==> src/rtl/serv_bufreg_w_pkg.sv <==
// Shared constants and helpers for the W-bit SERV buffer register.
// Holds the load/store size encodings and the misalignment rule.
package serv_bufreg_w_pkg;

    localparam logic [1:0] LS_BYTE = 2'b00;
    localparam logic [1:0] LS_HALF = 2'b01;

    // Any size with bit1 set (10, 11) is a word access.
    function automatic logic misalign_chk(
        input logic [1:0] size,
        input logic [1:0] lsb
    );
        logic m;
        m = 1'b0;
        unique case (size)
            LS_BYTE: m = 1'b0;
            LS_HALF: m = lsb[0];
            default: m = |lsb;
        endcase
        return m;
    endfunction

endpackage

==> src/rtl/serv_bufreg_funnel.sv <==
// W-bit window select over a (3W-2)-bit vector for fine shifts.
// Ports: i_mux window source, i_shift_op/i_right/i_shamt select, o_q window.
module serv_bufreg_funnel #(
    parameter int W = 4,
    parameter int L = $clog2(W)
) (
    input  logic [3*W-3:0] i_mux,
    input  logic           i_shift_op,
    input  logic           i_right,
    input  logic [L-1:0]   i_shamt,
    output logic [W-1:0]   o_q
);

    localparam int SW = L + 1;
    localparam logic [SW-1:0] SA_MID = SW'(W - 1);

    logic [SW-1:0] sa;

    // Offset W-1 skips the tail and lands on data[W-1:0].
    always_comb begin
        sa = SA_MID;
        if (i_shift_op) begin
            if (i_right)
                sa = SA_MID + {1'b0, i_shamt};
            else
                sa = {1'b0, ~i_shamt};
        end
    end

    assign o_q = i_mux[sa +: W];

endmodule

==> src/rtl/serv_bufreg_w.sv <==
// W-bit-per-cycle SERV buffer register: serial rs1+imm adder, shift data,
// address lsbs and registered misalignment flag. Ports: counter strobes
// (i_cnt0/1/done), i_en, i_init, operand chunks i_rs1/i_imm, shift controls;
// outputs o_q stream, o_lsb, o_misalign, o_dbus_adr, o_ext_rs1.
module serv_bufreg_w
    import serv_bufreg_w_pkg::*;
#(
    parameter int W     = 1,
    parameter int MDU   = 0,
    parameter int ALIGN = 1
) (
    input  logic          i_clk,
    input  logic          i_rst_n,
    input  logic          i_cnt0,
    input  logic          i_cnt1,
    input  logic          i_cnt_done,
    input  logic          i_en,
    input  logic          i_init,
    input  logic          i_mdu_op,
    input  logic          i_rs1_en,
    input  logic          i_imm_en,
    input  logic          i_clr_lsb,
    input  logic          i_shift_op,
    input  logic          i_right_shift_op,
    input  logic [4:0]    i_shamt,
    input  logic          i_sh_signed,
    input  logic [1:0]    i_ls_size,
    input  logic [W-1:0]  i_rs1,
    input  logic [W-1:0]  i_imm,
    output logic [W-1:0]  o_q,
    output logic [1:0]    o_lsb,
    output logic          o_misalign,
    output logic [31:0]   o_dbus_adr,
    output logic [31:0]   o_ext_rs1
);

    logic [W-1:0] rs1_g;
    logic [W-1:0] imm_g;
    logic [W-1:0] q;
    logic         c;
    logic         carry_r;
    logic         clr;
    logic [31:0]  data;
    logic [1:0]   lsb;
    logic         mdu_gate;

    assign clr   = i_cnt0 & i_clr_lsb;
    assign rs1_g = i_rs1 & {W{i_rs1_en}};
    assign imm_g = i_imm & {W{i_imm_en}} & ~W'(clr);

    assign {c, q} = {1'b0, rs1_g} + {1'b0, imm_g} + {{W{1'b0}}, carry_r};

    // Dropping i_en clears the carry so each pass starts clean.
    always_ff @(posedge i_clk or negedge i_rst_n) begin
        if (!i_rst_n)
            carry_r <= 1'b0;
        else
            carry_r <= c & i_en;
    end

    if (W == 1) begin : g_w1
        logic unused_w1;
        assign unused_w1 = ^{i_shift_op, i_right_shift_op, i_shamt};

        // data[1:0] only moves on the first two init cycles, so it keeps
        // the address lsbs while the upper bits keep filling.
        always_ff @(posedge i_clk or negedge i_rst_n) begin
            if (!i_rst_n) begin
                data <= '0;
            end else begin
                if (i_en)
                    data[31:2] <= {i_init ? q[0] : (i_sh_signed & data[31]),
                                   data[31:3]};
                if (i_en & (!i_init | i_cnt0 | i_cnt1))
                    data[1:0] <= {i_init ? q[0] : data[2], data[1]};
            end
        end

        assign lsb = data[1:0];
        assign o_q = data[0] & i_en;
    end else begin : g_wn
        localparam int L = $clog2(W);

        logic [W-2:0] tail;
        logic [1:0]   lsb_r;
        logic [W-1:0] fq;
        logic         unused_wn;

        assign unused_wn = ^{i_cnt1, i_shamt[4:L]};

        // tail keeps the previous chunk's upper bits for left shifts and
        // is zeroed at pass end so the next pass fills with zeros.
        always_ff @(posedge i_clk or negedge i_rst_n) begin
            if (!i_rst_n) begin
                data  <= '0;
                tail  <= '0;
                lsb_r <= '0;
            end else if (i_en) begin
                data <= {i_init ? q : {W{i_sh_signed & data[31]}},
                         data[31:W]};
                tail <= data[W-1:1] & {(W-1){~i_cnt_done}};
                if (i_cnt0)
                    lsb_r <= q[1:0];
            end
        end

        serv_bufreg_funnel #(
            .W (W),
            .L (L)
        ) u_funnel (
            .i_mux      ({data[2*W-2:0], tail}),
            .i_shift_op (i_shift_op),
            .i_right    (i_right_shift_op),
            .i_shamt    (i_shamt[L-1:0]),
            .o_q        (fq)
        );

        assign lsb = lsb_r;
        assign o_q = fq & {W{i_en}};
    end

    assign mdu_gate = (MDU != 0) & i_mdu_op;

    if (ALIGN != 0) begin : g_align
        logic misalign_r;

        always_ff @(posedge i_clk or negedge i_rst_n) begin
            if (!i_rst_n)
                misalign_r <= 1'b0;
            else if (i_en & i_init & i_cnt_done)
                misalign_r <= misalign_chk(i_ls_size, lsb) & ~mdu_gate;
        end

        assign o_misalign = misalign_r & ~mdu_gate;
    end else begin : g_noalign
        logic unused_al;
        assign unused_al  = ^{i_ls_size};
        assign o_misalign = 1'b0;
    end

    assign o_lsb      = lsb & {2{~mdu_gate}};
    assign o_dbus_adr = {data[31:2], 2'b00};
    assign o_ext_rs1  = data;

endmodule

==> config.mk <==
export PLATFORM = sky130hd
export DESIGN_NAME = serv_bufreg_w
export DESIGN_NICKNAME = d
export VERILOG_FILES = /design/src/rtl/serv_bufreg_w_pkg.sv /design/src/rtl/serv_bufreg_funnel.sv /design/src/rtl/serv_bufreg_w.sv
export SDC_FILE = /design/constraint.sdc
export NUM_CORES = 1
export LEC_CHECK = 0
export CAP_MARGIN = 20
export CORE_MARGIN = 2
export CORE_UTILIZATION = 35
export CTS_CLUSTER_SIZE = 8
export DETAILED_ROUTE_END_ITERATION = 8
export PLACE_DENSITY = 0.78
export SYNTH_ARGS = -nofsm -noshare
export SYNTH_HDL_FRONTEND = slang
export SYNTH_HIERARCHICAL = 1
export SYNTH_SLANG_ARGS = --single-unit
==> constraint.sdc <==
create_clock -name i_clk -period 1.63 [get_ports i_clk]
set_clock_uncertainty 0.1 [all_clocks]
set_input_delay 0.326 -clock i_clk [delete_from_list [all_inputs] [get_ports i_clk]]
set_output_delay 0.326 -clock i_clk [all_outputs]
set_load 0.02 [all_outputs]
==> results.ini <==
[finish]
fin_cells = 231
drive_gt1_share_pct = 26.3
antenna_cells = 0
area_growth_pct = 39.0
nets = 202

[global_route]
grt.total_usage_pct = 12.9
grt_max_degree = 35
grt_pass1_vias = 1097
grt_first_pass_wirelength_mm = 5.12
grt.overflow.total = 0
antenna_found_initial = 0

[worst_setup_path]
crit_fanout = 2
crit_type = input pin to output port
crit_path_start_kind = input pin
regToRegSetupSlack_ns = 0.15
cp.arrival_ns = 1.09
r2r-start = carry_r
cp-end-kind = output port
rr_worst_depth = 4
crit_required_ns = 1.20
reg2reg_to = o_ext_rs1[1]

[power]
cellPowerDensity_mw_per_mm2 = 1660
total_power_mw = 3.76
vdd_ir_drop_max_v = 0.000535
power_leakage_nw = 1.29

[hold_path]
hp-class = input pin to asynchronous set/reset pin

[clock_network]
cts-buffers-inserted = 5
cts_hold_buf = 0
cts_buffer_depth = 2
clk_pin_slew_ns = 0.07
clkSinkCount = 34
cts_tree = yes
htreeDepth = 2
clock-root-buffer = clkbuf_8
clk_latency_ns = 0.28
cts_setup_buffers = 0

[yosys]
ys_warn_count = 6
syn_inst = 124
synthMuxAreaShare_pct = 21.4
ys_ff_latch = 34
synth_top_family_by_area = multiplexers
ys_seq_area_share_pct = 52.3
synth_cell_types = 19
syn_area_sq_mm = 0.00163
synthXorXnorAreaFrac_pct = 0
synth-compound-area-share_pct = 3.23
synthAdderAreaFrac_pct = 1.23
yosys.area_share.simple_pct = 2.92
syn_avg_cell_area_sq_um = 13.1

[die]
fp-row-count = 24
die_w_um = 72.2
die-height_um = 72.2
ios = 91
coreArea_sq_mm = 0.00441
dieArea_sq_mm = 0.00521
initial_utilization_pct = 36.9

[outcome]
status = finished, final reports clean

[route]
routed_wl_mm = 3.00
drc = 0
first_pass_iters = 2
via_per_inst = 4.52
antenna_left = 0
wl_per_cell_um = 13.0
drt_iter0_drc = 50
dr_total_vias = 1044

[placement]
gp_congestion = 0.687
dpl.cell_count = 223
dp_hpwl_mm = 2.21
io_buffers = 80

[sta]
hold_viol = 0
fmax_ghz = 0.660
period_needed_ns = 1.52
rsz0062_at_grt = false
drv_slew = 0
setup_viol = 0
holdWs_ns = 0.317
fin_tns_setup_ns = 0
layout_worst_path_cycle_share_pct = 93.0

[flow_run]
drv_cap = 0

how the worst max path moves through the flow:
stage	endpoint	slack (ns)	startpoint
floorplan	o_ext_rs1[1]	0.14	i_cnt0
global placement	o_ext_rs1[1]	-0.32	i_cnt0
detailed placement	o_ext_rs1[1]	-0.40	i_cnt0
CTS	o_ext_rs1[1]	0.01	i_rs1_en
global route	o_q	0.06	i_en
finish	o_q	0.11	i_en
power breakdown:
| part | internal, mW | switching, mW | total, mW |
|---|---|---|---|
| Sequential | 1.12 | 0.241 | 1.36 |
| Combinational | 0.758 | 1.02 | 1.78 |
| Clock | 0.340 | 0.282 | 0.622 |
| Total | 2.22 | 1.54 | 3.76 |
placed cells by master (no fill, tap or decap):
| master | instances |
|---|---|
| a21oi_1 | 1 |
| and2_1 | 1 |
| buf_12 | 1 |
| buf_2 | 1 |
| buf_4 | 2 |
| buf_6 | 1 |
| clkbuf_1 | 1 |
| clkbuf_8 | 6 |
| clkdlybuf4s50_1 | 8 |
| clkinv_2 | 1 |
| conb_1 | 2 |
| dfrtp_1 | 34 |
| dlygate4sd2_1 | 70 |
| dlymetal6s2s_1 | 1 |
| fa_1 | 1 |
| inv_1 | 2 |
| inv_2 | 1 |
| mux2_2 | 30 |
| mux2_4 | 1 |
| nand2_1 | 3 |
| nand2_2 | 1 |
| nand2b_1 | 1 |
| nand3_1 | 1 |
| nand3_2 | 1 |
| nor2_1 | 1 |
| nor2b_1 | 1 |
| o21ai_0 | 1 |
| o21ai_1 | 1 |
| o2bb2ai_1 | 1 |
| o31ai_1 | 1 |
| o31ai_4 | 1 |
synthesized netlist by cell type, drive strengths merged:
| cell | n | share of area [%] |
|---|---|---|
| nor2b | 1 | 0.38 |
| o21ai | 2 | 0.61 |
| mux2 | 31 | 21 |
| nor2 | 1 | 0.23 |
| and2 | 1 | 0.38 |
| conb | 1 | 0.23 |
| fa | 1 | 1.2 |
| buf | 38 | 18 |
| o31ai | 2 | 1.8 |
| nand2b | 1 | 0.38 |
| dfrtp | 34 | 52 |
| nand3 | 2 | 0.61 |
| inv | 3 | 0.69 |
| a21oi | 1 | 0.31 |
| nand2 | 4 | 0.92 |
| o2bb2ai | 1 | 0.54 |
worst max-delay path, cell delays in order:
cell	delay [ns]
clkdlybuf4s50_1	0.48
and2_1	0.12
buf_2	0.16
registers in the layout, indices dropped and copies added (netlist names):
register    flops
carry_r         1
o_ext_rs1      32
o_misalign      1
layout make-up:
cell class / count / area [sq um]
Fill cell: 402 / 2150
Timing Repair Buffer: 84 / 757
Clock inverter: 1 / 5.00
Clock buffer: 7 / 86.3
Inverter: 3 / 11.3
Tap cell: 52 / 65.1
Multi-Input combinational cell: 50 / 488
Sequential cell: 34 / 851
cell families (layout without fill, tap and decap cells):
family	after synthesis	after routing
adder cells (fa/ha/maj)	1	1
multiplexers	31	31
other	1	2
AND/OR/NAND/NOR	10	10
flip-flops	34	34
AO/OA/AOI/OAI	6	6
buffers and inverters	41	95
stage by stage:
stage / area [sq um] / worst slack, ns / util [%]
after detailed placement: 2250 / -0.398 / 50.9
after global routing: 2260 / 0.0589 / 51.3
after CTS: 2260 / 0.00957 / 51.2
after floorplan: 1630 / 0.141 / -
final: 2260 / 0.114 / 51.3
after global placement: 2250 / -0.319 / 50.9
metal layers:
metal  share of wire (%)  up-vias  global-route usage [%]
met5                   0        -                       0
met4                0.90        0                    6.29
met3                  11        3                    3.61
met2                  49       69                    22.6
met1                  40      489                    14.2
li1                    -      483                       -
timing repair:
action,in CTS,in global routing
gates resized for setup,76,4
cloned,0,0
pin swaps,5,2
endpoints found under the setup margin,67,2
Note: power is estimated with default switching activity, not from simulation.
